`src/rtl/extend_divider.sv`:
```
// Multi-cycle signed divider: restoring shift-subtract on operand magnitudes,
// one quotient bit per clock, followed by a sign fix-up cycle.
module extend_divider #(
    parameter int WIDTH = 16
) (
    input  logic             clk,
    input  logic             rst_n,
    input  logic             start,
    input  logic [WIDTH-1:0] x,
    input  logic [WIDTH-1:0] y,
    output logic             busy,
    output logic             done,
    output logic [WIDTH-1:0] quotient,
    output logic [WIDTH-1:0] remainder,
    output logic             div_by_zero,
    output logic             zr,
    output logic             ng
);

    localparam int CW = (WIDTH > 1) ? $clog2(WIDTH) : 1;

    typedef enum logic [1:0] {
        IDLE = 2'd0,
        CALC = 2'd1,
        FIX  = 2'd2
    } state_t;

    state_t           state_q;
    logic [WIDTH-1:0] dvd_q;
    logic [WIDTH-1:0] dvs_q;
    logic [WIDTH-1:0] rem_q;
    logic [CW-1:0]    cnt_q;
    logic             qneg_q;
    logic             rneg_q;
    logic             dbz_q;

    logic             busy_q;
    logic             done_q;
    logic [WIDTH-1:0] quo_out_q;
    logic [WIDTH-1:0] rem_out_q;
    logic             dbz_out_q;
    logic             zr_q;
    logic             ng_q;

    logic [WIDTH-1:0] x_abs_d;
    logic [WIDTH-1:0] y_abs_d;
    logic [WIDTH:0]   shifted_d;
    logic             ge_d;
    logic [WIDTH-1:0] rem_sub_d;
    logic [WIDTH-1:0] q_res_d;
    logic [WIDTH-1:0] r_res_d;

    // Operand magnitudes, trial subtraction and final signed results.
    always_comb begin
        x_abs_d   = x[WIDTH-1] ? -x : x;
        y_abs_d   = y[WIDTH-1] ? -y : y;
        shifted_d = {rem_q, dvd_q[WIDTH-1]};
        ge_d      = (shifted_d >= {1'b0, dvs_q});
        // The true difference is below the divisor, so the low bits are exact.
        rem_sub_d = shifted_d[WIDTH-1:0] - dvs_q;
        if (dbz_q) begin
            q_res_d = '1;
            r_res_d = dvd_q;
        end else begin
            q_res_d = qneg_q ? -dvd_q : dvd_q;
            r_res_d = rneg_q ? -rem_q : rem_q;
        end
    end

    // Divider FSM with registered handshake and result outputs.
    always_ff @(posedge clk or negedge rst_n) begin
        if (!rst_n) begin
            state_q   <= IDLE;
            dvd_q     <= '0;
            dvs_q     <= '0;
            rem_q     <= '0;
            cnt_q     <= '0;
            qneg_q    <= 1'b0;
            rneg_q    <= 1'b0;
            dbz_q     <= 1'b0;
            busy_q    <= 1'b0;
            done_q    <= 1'b0;
            quo_out_q <= '0;
            rem_out_q <= '0;
            dbz_out_q <= 1'b0;
            zr_q      <= 1'b1;
            ng_q      <= 1'b0;
        end else begin
            done_q <= 1'b0;
            case (state_q)
                IDLE: begin
                    if (start) begin
                        // A zero divisor skips iteration; the raw dividend
                        // rides in the shift register as the remainder.
                        dbz_q   <= (y == '0);
                        dvd_q   <= (y == '0) ? x : x_abs_d;
                        dvs_q   <= y_abs_d;
                        rem_q   <= '0;
                        cnt_q   <= '0;
                        qneg_q  <= x[WIDTH-1] ^ y[WIDTH-1];
                        rneg_q  <= x[WIDTH-1];
                        busy_q  <= 1'b1;
                        state_q <= (y == '0) ? FIX : CALC;
                    end else begin
                        busy_q  <= 1'b0;
                        state_q <= IDLE;
                    end
                end
                CALC: begin
                    rem_q <= ge_d ? rem_sub_d : shifted_d[WIDTH-1:0];
                    dvd_q <= {dvd_q[WIDTH-2:0], ge_d};
                    cnt_q <= cnt_q + CW'(1);
                    if (cnt_q == CW'(WIDTH - 1)) begin
                        state_q <= FIX;
                    end else begin
                        state_q <= CALC;
                    end
                end
                FIX: begin
                    quo_out_q <= q_res_d;
                    rem_out_q <= r_res_d;
                    dbz_out_q <= dbz_q;
                    zr_q      <= (q_res_d == '0);
                    ng_q      <= q_res_d[WIDTH-1];
                    dbz_q     <= 1'b0;
                    done_q    <= 1'b1;
                    busy_q    <= 1'b0;
                    state_q   <= IDLE;
                end
                default: begin
                    busy_q  <= 1'b0;
                    state_q <= IDLE;
                end
            endcase
        end
    end

    assign busy        = busy_q;
    assign done        = done_q;
    assign quotient    = quo_out_q;
    assign remainder   = rem_out_q;
    assign div_by_zero = dbz_out_q;
    assign zr          = zr_q;
    assign ng          = ng_q;

endmodule

```
`config.mk`:
```
export PLATFORM = sky130hd
export DESIGN_NAME = extend_divider
export DESIGN_NICKNAME = d
export VERILOG_FILES = /design/src/rtl/extend_divider.sv
export SDC_FILE = /design/constraint.sdc
export NUM_CORES = 1
export LEC_CHECK = 0
export BUFFER_PORTS_ARGS = -buffer_cell sky130_fd_sc_hd__buf_2
export CORE_ASPECT_RATIO = 0.7
export CORE_MARGIN = 2
export CORE_UTILIZATION = 54
export CTS_CLUSTER_DIAMETER = 80
export DETAILED_ROUTE_END_ITERATION = 8
export PLACE_DENSITY = 0.78
export SLEW_MARGIN = 40
export SYNTH_ARGS = -nofsm -noshare
export SYNTH_HDL_FRONTEND = slang
export SYNTH_SLANG_ARGS = --single-unit
```
`constraint.sdc`:
```
create_clock -name clk -period 2.75 [get_ports clk]
set_clock_uncertainty 0.15 [all_clocks]
set_input_delay 0.55 -clock clk [delete_from_list [all_inputs] [get_ports clk]]
set_output_delay 0.55 -clock clk [all_outputs]
set_load 0.05 [all_outputs]
```
==> results of run 1 <==
worst reg2reg max path: cells and delay by family (launching register included):
family | cells | cell delay (ns)
adder cells (fa/ha/maj) | 1 | 0.30
flip-flops | 1 | 0.38
buffers and inverters | 3 | 0.47
AO/OA/AOI/OAI | 3 | 0.30
AND/OR/NAND/NOR | 3 | 0.94
metal layers:
layer  vias to the layer above  part of all wire
met5                         -                 0
met4                         0             0.013
met2                       252              0.42
met3                        25             0.089
met1                      2767              0.47
li1                       2768                 -
kinds of logic after synthesis:
group	share of synthesized area
and+or+nand+nor	0.174
AOI/OAI and AO/OA	0.241
muxes	0.0165
buffers and inverters	0.0516
adders and majority gates	0.0461
xor gates and xnor gates	0.0913
DFF	0.379
state kept, by name, indices dropped and copies added, names as in the netlist:
name,count
qneg_q,1
dbz_q,1
rneg_q,1
quotient,16
done,1
state_q,2
remainder,16
dvd_q,16
busy,1
zr,1
div_by_zero,1
dvs_q,16
cnt_q,4
rem_q,16
power by group:
group / internal, mW / switching [mW]
Clock: 0.802 / 0.540
Sequential: 2.03 / 0.612
Combinational: 2.99 / 4.46
layout make-up:
type,instances,area [um2],share of cell area
Multi-Input combinational cell,543,3580,0.485
Sequential cell,93,2330,0.316
Timing Repair Buffer,131,821,0.111
Clock buffer,9,225,0.0305
Tap cell,153,191,0.0260
Inverter,35,131,0.0178
Clock inverter,6,96.3,0.0131
how the worst max path moves through the flow:
stage / from / end / slack (ns)
global placement: y[0] / dvd_q[3] / -0.03
global route: dvs_q[7] / rem_q[12] / 0.003
detailed placement: y[0] / dvd_q[2] / -0.16
finish: dvs_q[11] / rem_q[8] / 0.09
floorplan: y[0] / dvd_q[9] / 0.09
CTS: dvs_q[12] / rem_q[4] / 0.01
synthesized netlist by cell type (2+ instances only):
cell	count	share of area
o22ai_1	5	0.0051
nand2b_1	10	0.010
a21o_1	4	0.0049
o22a_1	2	0.0029
a21oi_1	42	0.034
or3_1	11	0.011
dfrtp_1	92	0.38
or4_4	4	0.0073
o41ai_4	2	0.0090
xor2_1	32	0.046
nand4_1	8	0.0082
o211ai_1	23	0.028
or2_2	4	0.0041
buf_1	2	0.0012
o21ai_0	79	0.064
o311ai_0	5	0.0071
a211oi_1	5	0.0061
mux2i_1	9	0.015
nor3_1	7	0.0057
clkbuf_2	2	0.0016
or4_1	5	0.0061
ha_1	21	0.043
inv_1	34	0.021
xnor2_1	32	0.046
a31oi_1	7	0.0071
nand2_1	87	0.053
o21a_1	3	0.0037
o41ai_1	4	0.0057
o2111ai_1	2	0.0029
and3_1	8	0.0082
clkbuf_1	37	0.023
nor2b_1	5	0.0051
a22oi_1	13	0.016
nor3b_1	3	0.0037
nor4_1	4	0.0041
o31ai_1	17	0.021
buf_2	2	0.0016
nand3_1	13	0.011
o21ai_1	2	0.0016
nor2_1	43	0.026
timing repair:
action	CTS	global route
gates resized for setup	0	20
buffers inserted	0	1
endpoints found under the setup margin	0	18
metrics by stage:
stage,power (mW),instances,util,instance area (um2)
finish,11.4,970,0.667,7370
detailed placement,9.61,954,0.630,6960
CTS,11.0,969,0.659,7290
floorplan,7.36,716,-,6140
global placement,9.38,954,0.630,6960
global route,12.2,970,0.667,7370
==> impl_summary.txt, run 1 <==
----------------------------------------------------
[Status]
  Status ... finished, final reports clean

[Timing]
  Peak clock frequency supported by timing ... 376 MHz
  Crit path time final ... 2.66 ns
  Final period utilization ... 0.966
  Number of hold violations in the final report ... 0
  Number of max-slew violations in the final report ... 0
  Slew @ Worst Pin ... roughly 0.8 ns
  Setup repair after global routing missed its margin ... false
  Hold_ws ... 0.0627 ns
  Worst setup slack after layout ... 0.0922 ns
  Post-route setup TNS ... 0 ns
  Slew HR ... 0.467
  Final Setup Violations ... 0

[Routing]
  Post-detailed-routing wire length ... 17.0 mm
  Total number of vias ... 5812
  Vias per cell ... 5.99
  Residual DRC count ... 0
  Number of iterations in the first detailed-routing pass ... 7
  Number of DRC violations after detailed-routing iteration 0 ... 528
  Final antenna-violating net count ... 0
  Routed len/inst ... between 15 and 20 um

[Global route]
  GR Util met1 ... 0.439
  Pin count of the biggest net entering global routing ... 48
  Initial antenna violation count ... 0
  Via count of the first global-routing pass ... 5468
  Global routing usage on met2 ... 0.421
  Global route overflow ... 0
  Global route hottest layer ... met1
  Wire length of the first global-routing pass ... 27.7 mm
  Global-route track usage on met3 ... 0.0417
  Total track usage ... 0.284

[Clock tree]
  Clk root buf ... clkbuf_16
  Bufs on Longest Clock Path ... 2
  Clock tree from TritonCTS ... yes
  Number of buffers inserted by hold repair at cts ... 0
  Clock-pin slew reported for the worst setup and hold paths after clock tree synthesis ... about 0.070 ns
  Later-pin clock latency in the skew report ... 0.34 ns
  Max H-tree Level ... 3
  Clk sink count ... 93
  Inserted Clock Buffers ... 9

[Setup path]
  Path type of the worst setup path ... reg2reg
  Cells on worst reg2reg path ... 10
  CP delay by family, top ... simple AND/OR/NAND/NOR gates
  Reg2reg setup slack ... 0.09 ns
  Logic depth of the worst path, buffers included ... 10
  Sort of element at the start of the critical path ... flop
  Stage delay of the slowest cell on the critical path ... 0.57 ns
  Required time of the worst setup path ... 2.81 ns
  Data arrival time at the worst-slack endpoint ... about 2.7 ns
  Cell type with the highest occurrence count on the critical path ... buf_4
  Destination of the worst register-to-register timing path ... rem_q[8]
  Critical path buffers and inverters ... 3
  Critical path peak fanout ... 4
  Category of the worst setup path capture point ... flop
  Slowest cell on the critical path ... or4_4
  Cell-by-cell trace of the critical path ... inv_1 -> ha_1 -> and3_1 -> nand2_1 -> o41ai_4 -> buf_4 -> or4_4 -> buf_4 -> a21oi_1 -> o31ai_1
  Worst flop-to-flop path startpoint ... dvs_q[11]

[Die]
  Horizontal extent of the die ... 131 um
  Area inside the core boundary ... 11100 um2
  Site Rows ... 32
  Top-level port count ... 72
  Initial core utilization ... 0.555
  Die area ... 12200 um2
  Die height ... ~93 um

[Power and ir drop]
  Areal power density over the cells ... 1550 nW/um2
  Leakage power summed over all cells ... ~3.3 nW
  Worst voltage drop across the vdd grid ... 0.000632 V

[Place]
  Routability-driven placement congestion ratio ... 0.998
  Half-perimeter wire length of the detailed placement result ... 13.0 mm
  Setup Slack @ Placement ... -0.161 ns
  Quantity of I/O buffers inserted on ports ... 71

[Synthesis]
  Syn avg cell area ... about 8.6 um2
  Count of distinct cell types in the synthesized netlist ... 66
  Summed instance area of the synthesized netlist ... 6140 um2
  FF+latch count, synth ... 93
  Sequential area share after synthesis ... 0.379
  Post-synth EDFFs ... 0
  Gate count of the mapped netlist ... 716
  Total number of yosys warnings ... 0
  Synthesized netlist net count ... 773
  Predominant post-synthesis flop cell ... dfrtp_1
  Post-synthesis async set-or-reset flop share ... 1.00

[Layout]
  Count of fill cells added during filler insertion ... 912
  Number of diodes ... 0
  Commonest cells after routing, fill and taps aside ... dfrtp_1 (89), nand2_1 (86), o21ai_0 (77), buf_2 (70), buf_4 (60)
  Most common library cell in the layout ignoring fill and taps ... dfrtp_1
  Area growth from synthesis to final layout ... 20.1%
  Total Nets Final ... 870
  Share of final-layout standard cells stronger than drive strength 1 ... 0.224

[Worst hold path]
  Hold Crit Class ... in2async

[Job]
  Count of max-cap constraint violations ... 0

----------------------------------------------------
No activity file was read; power rests on OpenSTA's default activity.
==> run 2, diff against run 1 <==
Settings changed: SETUP_SLACK_MARGIN from default to 0.5.
==> impl_summary.txt, run 2 (synthesis gave the netlist of run 1 again) <==
----------------------------------------------------
[Clock tree]
  Clock-pin slew reported for the worst setup and hold paths after clock tree synthesis ... 0.07 ns
  Max H-tree Level ... 3
  Clock tree from TritonCTS ... yes
  Later-pin clock latency in the skew report ... approximately 0.35 ns
  Clk sink count ... 93
  Bufs on Longest Clock Path ... 2
  Clk root buf ... clkbuf_16
  Inserted Clock Buffers ... 9

[Setup path]
  Path type of the worst setup path ... reg2reg
  Destination of the worst register-to-register timing path ... rem_q[8]
  Reg2reg setup slack ... 0.15 ns
  Worst flop-to-flop path startpoint ... dvd_q[15]
  Cells on worst reg2reg path ... 12
  Slowest cell on the critical path ... fa_2
  CP delay by family, top ... compound AO/OA/AOI/OAI gates
  Data arrival time at the worst-slack endpoint ... 2.70 ns
  Sort of element at the start of the critical path ... flop
  Stage delay of the slowest cell on the critical path ... slightly above 0.4 ns
  Crit path to ... rem_q[8]
  Critical path peak fanout ... 3
  Required time of the worst setup path ... 2.85 ns
  Critical path buffers and inverters ... 4
  Critical Path Source ... dvd_q[15]
  Cell-by-cell trace of the critical path ... inv_2 -> ha_4 -> inv_2 -> fa_2 -> a211oi_4 -> buf_4 -> buf_6 -> o211ai_1 -> o211ai_1 -> xnor2_1 -> nor3_1 -> o31ai_1
  Logic depth of the worst path, buffers included ... 12
  Category of the worst setup path capture point ... flop

[Die]
  Area inside the core boundary ... 11100 um2
  Initial core utilization ... 0.555
  Horizontal extent of the die ... 131 um
  Top-level port count ... 72
  Site Rows ... 32
  Die height ... between 90 and 100 um
  Die area ... 12200 um2

[Global route]
  Global route overflow ... 0
  Wire length of the first global-routing pass ... 31.8 mm
  Via count of the first global-routing pass ... just over 6000
  Pin count of the biggest net entering global routing ... roughly 60
  Initial antenna violation count ... 0
  Total track usage ... 0.328

[Timing]
  Slew HR ... 0.454
  Crit path time final ... 2.60 ns
  Slew @ Worst Pin ... 0.819 ns
  Post-route setup TNS ... 0 ns
  Final Setup Violations ... 0
  Setup repair after global routing missed its margin ... true
  Number of max-slew violations in the final report ... 0
  Number of hold violations in the final report ... 0
  Peak clock frequency supported by timing ... 384 MHz
  Final period utilization ... 0.946

[Layout]
  Number of diodes ... 0
  Area growth from synthesis to final layout ... 40.9%
  Commonest cells after routing, fill and taps aside ... buf_4 (101), dfrtp_1 (84), nand2_1 (79), buf_2 (68), o21ai_0 (50)
  Share of final-layout standard cells stronger than drive strength 1 ... 0.390
  Total Nets Final ... 930
  Most common library cell in the layout ignoring fill and taps ... buf_4

[Place]
  Quantity of I/O buffers inserted on ports ... 71
  Routability-driven placement congestion ratio ... 1.00
  Half-perimeter wire length of the detailed placement result ... between 10 and 15 mm

[Routing]
  Number of iterations in the first detailed-routing pass ... 5
  Final antenna-violating net count ... 0
  Residual DRC count ... 0
  Post-detailed-routing wire length ... 20.6 mm
  Total number of vias ... 6420
  Number of DRC violations after detailed-routing iteration 0 ... ~530
  Vias per cell ... about 6.2
  Routed len/inst ... 20.0 um

[Job]
  Count of max-cap constraint violations ... 0

[Worst hold path]
  Hold Crit Class ... in2async

[Status]
  Status ... finished, final reports clean

----------------------------------------------------
[run 2: changes by cell type in the layout (fill, tap and decap cells not counted), moves of 7 or more]
| cell | delta |
|---|---|
| ha_4 | +12 |
| nand2_1 | -7 |
| a21oi_1 | -12 |
| o21ai_0 | -27 |
| buf_4 | +41 |
| o31ai_1 | -8 |
| ha_1 | -13 |
| inv_1 | -10 |
| buf_6 | +15 |
| inv_2 | +8 |
| o21ai_1 | +22 |
| a21oi_2 | +11 |
[run 2: per-layer routing]
| metal | part of all wire | GRT usage |
|---|---|---|
| met2 | 0.45 | 0.511 |
| met3 | 0.097 | 0.0905 |
| met4 | 0.020 | 0.0861 |
| met1 | 0.43 | 0.453 |
| met5 | 0 | 0 |
[run 2: metrics by stage]
stage | cells | instance area, um2 | utilization | setup WS [ns] | hold WS (ns)
after floorplan | 716 | 6560 | - | 0.199 | 0.104
after global placement | 951 | 7310 | 0.662 | -0.0377 | 0.308
after detailed placement | 951 | 7310 | 0.662 | -0.135 | 0.314
after CTS | 998 | 8170 | 0.740 | 0.233 | 0.159
after global routing | 1031 | 8650 | 0.783 | 0.0555 | 0.0730
final | 1031 | 8650 | 0.783 | 0.149 | 0.0309
[run 2: layout make-up]
class                      instances  area (um2)
fill                             710        2400
multi-input combinational        544        4270
tap                              153         191
inverter                          35         149
timing repair buffer             190        1380
sequential                        93        2340
clock buffer                      10         229
clock inverter                     6        86.3
[run 2: worst min path at each step]
stage / from / endpoint / slack (ns)
after CTS: rst_n / remainder[10] / 0.16
after global placement: remainder[8] / remainder[8] / 0.31
after detailed placement: busy / busy / 0.31
after floorplan: rst_n / busy / 0.10
final: rst_n / remainder[10] / 0.03
after global routing: rst_n / remainder[10] / 0.07
[run 2: what timing repair did]
item	4_1_cts	5_1_grt
pin swaps	40	42
hold endpoints to repair	0	0
gates resized for setup	73	55
gates cloned	1	0
hold buffers	0	0
setup buffers	30	33
setup endpoints to repair	51	52
[run 2: worst register-to-register path, stage by stage, from the launching register on]
cell	delay, ns
dfrtp_1	0.40
inv_2	0.10
ha_4	0.14
inv_2	0.04
fa_2	0.41
a211oi_4	0.30
buf_4	0.16
buf_6	0.08
o211ai_1	0.07
o211ai_1	0.12
xnor2_1	0.18
nor3_1	0.09
o31ai_1	0.25
Power of run 2 is left out: the tool's default activity adds up to more than one toggle a clock period on the data nets, which glitch-free logic cannot reach.
==> run 3, diff against run 2 <==
Settings changed: ABC_AREA from default to 1, PLACE_DENSITY 0.78 to 0.77.
==> impl_summary.txt, run 3 <==
----------------------------------------------------
[Clock tree]
  Clock tree from TritonCTS ... yes
  Bufs on Longest Clock Path ... 2
  Max H-tree Level ... 3
  Clk sink count ... 93
  Later-pin clock latency in the skew report ... around 0.35 ns
  Clock-pin slew reported for the worst setup and hold paths after clock tree synthesis ... approximately 0.070 ns
  Clk root buf ... clkbuf_16
  Inserted Clock Buffers ... 9

[Place]
  Half-perimeter wire length of the detailed placement result ... around 13 mm
  Setup Slack @ Placement ... just under 0.3 ns
  Quantity of I/O buffers inserted on ports ... 71
  Routability-driven placement congestion ratio ... 0.983

[Setup path]
  Reg2reg setup slack ... 0.45 ns
  CP delay by family, top ... compound AO/OA/AOI/OAI gates
  Critical path buffers and inverters ... 3
  Stage delay of the slowest cell on the critical path ... 0.36 ns
  Critical path peak fanout ... 6
  Cell-by-cell trace of the critical path ... inv_1 -> ha_1 -> inv_1 -> o21ai_0 -> nor2_1 -> o21a_4 -> buf_4 -> nand3_1 -> nand3_1 -> o21ai_0
  Sort of element at the start of the critical path ... flop
  Category of the worst setup path capture point ... flop
  Path type of the worst setup path ... reg2reg
  Data arrival time at the worst-slack endpoint ... 2.36 ns
  Slowest cell on the critical path ... dfrtp_1
  Required time of the worst setup path ... 2.81 ns

[Layout]
  Count of fill cells added during filler insertion ... 1008
  Sequential cell area in the final layout ... 2340 um2
  Share of final-layout standard cells stronger than drive strength 1 ... 0.176
  Area of combinational cells with multiple inputs ... 3740 um2
  Most common library cell in the layout ignoring fill and taps ... nand2_1
  Total Nets Final ... around 1100
  Number of diodes ... 0
  Post-layout utilization of the core ... 0.653
  Commonest cells after routing, fill and taps aside ... nand2_1 (251), nand3_1 (106), inv_1 (92), dfrtp_1 (86), nor2_1 (85)
  Area growth from synthesis to final layout ... 19.4%

[Routing]
  Number of iterations in the first detailed-routing pass ... 6
  Post-detailed-routing wire length ... 18.4 mm
  Vias per cell ... 5.65
  Routed len/inst ... between 15 and 20 um
  Residual DRC count ... 0
  Final antenna-violating net count ... 0
  Total number of vias ... 6527
  Number of DRC violations after detailed-routing iteration 0 ... about 680

[Global route]
  Initial antenna violation count ... 0
  Wire length of the first global-routing pass ... 28.5 mm
  Via count of the first global-routing pass ... ~5700
  Total track usage ... 0.287
  Pin count of the biggest net entering global routing ... 52
  Global route overflow ... 0

[Timing]
  Slew HR ... 0.634
  Setup repair after global routing missed its margin ... true
  Number of max-slew violations in the final report ... 0
  Final period utilization ... 0.838
  Hold_ws ... 0.324 ns
  Crit path time final ... 2.30 ns
  Number of hold violations in the final report ... 0
  Post-route setup TNS ... 0 ns
  Peak clock frequency supported by timing ... 434 MHz
  Slew @ Worst Pin ... ~0.55 ns
  Worst setup slack after layout ... 0.445 ns
  Final Setup Violations ... 0

[Synthesis]
  Top cell type by total area after synthesis ... dfrtp_1
  Post-synth EDFFs ... 0
  Cell types with the largest area share after synthesis ... dfrtp_1 (36%), nand2_1 (15%), nand3_1 (8.6%)
  Syn avg cell area ... 6.93 um2
  Gate count of the mapped netlist ... 913
  Most used standard cell by instance count after synthesis ... nand2_1
  Summed instance area of the synthesized netlist ... between 6000 and 7000 um2
  Fraction of post-synthesis cell area in the top cell type by area ... 0.364
  Synthesized netlist net count ... 970
  Commonest cells post-synth ... nand2_1 (256), nand3_1 (109), inv_1 (94), dfrtp_1 (92), nor2_1 (88)
  FF+latch count, synth ... 93
  Total number of yosys warnings ... 0
  Predominant post-synthesis flop cell ... dfrtp_1
  Post-synthesis async set-or-reset flop share ... 1.00
  Count of distinct cell types in the synthesized netlist ... 45
  Sequential area share after synthesis ... 0.368

[Die]
  Site Rows ... 33
  Area inside the core boundary ... 11600 um2
  Initial core utilization ... 0.547
  Die height ... ~95 um
  Top-level port count ... between 70 and 80
  Horizontal extent of the die ... 133 um
  Die area ... 12600 um2

[Power and ir drop]
  Worst voltage drop across the vdd grid ... 0.000667 V
  Areal power density over the cells ... roughly 1400 nW/um2
  Leakage power summed over all cells ... around 3.9 nW

[Worst hold path]
  Hold Crit Class ... reg2reg

[Job]
  Count of max-cap constraint violations ... 0

[Status]
  Status ... finished, final reports clean

----------------------------------------------------
==> run 3: cell count changes after synthesis, moves of 20 or more <==
| cell | previous run | this run |
|---|---|---|
| nand2_1 | 87 | 256 |
| nor2_1 | 43 | 88 |
| nand3_1 | 13 | 109 |
| o211ai_1 | 23 | 3 |
| inv_1 | 34 | 94 |
| xnor2_1 | 32 | 9 |
==> run 3: metal layers <==
metal	wire, um	GRT usage	part of all wire
met1	8690	0.450	0.47
met2	7490	0.404	0.41
met3	1750	0.0467	0.095
met4	476	0.0824	0.026
met5	0	0	0
==> run 3: final timing paths <==
path	cells past startpoint	to	from
max	10	rem_q[3]	dvs_q[15]
min	2	busy	busy
max reg2reg	10	rem_q[3]	dvs_q[15]
min reg2reg	2	busy	busy
max in group asynchronous	3	quotient[6]	rst_n
min in group asynchronous	2	dvs_q[9]	rst_n
==> run 3: final cells by class <==
class / instances / area share
well taps: 157 / 0.0260
flip-flops and latches: 93 / 0.309
inverters: 97 / 0.0482
clock inverters: 6 / 0.0114
clock buffers: 10 / 0.0303
multi-input cells: 693 / 0.495
repair buffers: 100 / 0.0803
==> run 3: timing repair <==
action	4_1_cts	5_1_grt
buffers inserted	2	11
hold buffers	1	0
resized for setup	13	37
pin swaps	2	9
endpoints found under the setup margin	17	24
hold endpoints to repair	17	0
gates cloned	3	1
==> run 3: worst min-delay path: stages, from the launching register on <==
cell and delay, ns:
dfrtp_1 0.35, nand2_1 0.05, nand2_1 0.04
==> run 3: per-stage QoR <==
stage | power (mW) | std cells | instance area [um2]
floorplan | 6.49 | 913 | 6320
global placement | 7.64 | 1122 | 6830
detailed placement | 7.69 | 1122 | 6830
CTS | 9.32 | 1144 | 7260
global route | 11.0 | 1156 | 7550
finish | 10.3 | 1156 | 7550
==> run 3: report_power, final <==
| part | switching, mW | leakage (nW) | internal [mW] | total (mW) |
|---|---|---|---|---|
| combinational | 4.06 | 2.59 | 2.39 | 6.45 |
| clock | 0.540 | 0.153 | 0.797 | 1.34 |
| sequential | 0.586 | 1.17 | 1.91 | 2.49 |
==> run 3: cell families (layout without fill, tap and decap cells) <==
kind of cell    Yosys count  in the layout  synth area share
buf+inv                 131            213            0.0862
compound gates          157            158             0.139
fa+ha+maj                22             22            0.0447
xor+xnor                 25             25            0.0346
flops                    93             93             0.368
simple gates            485            488             0.327
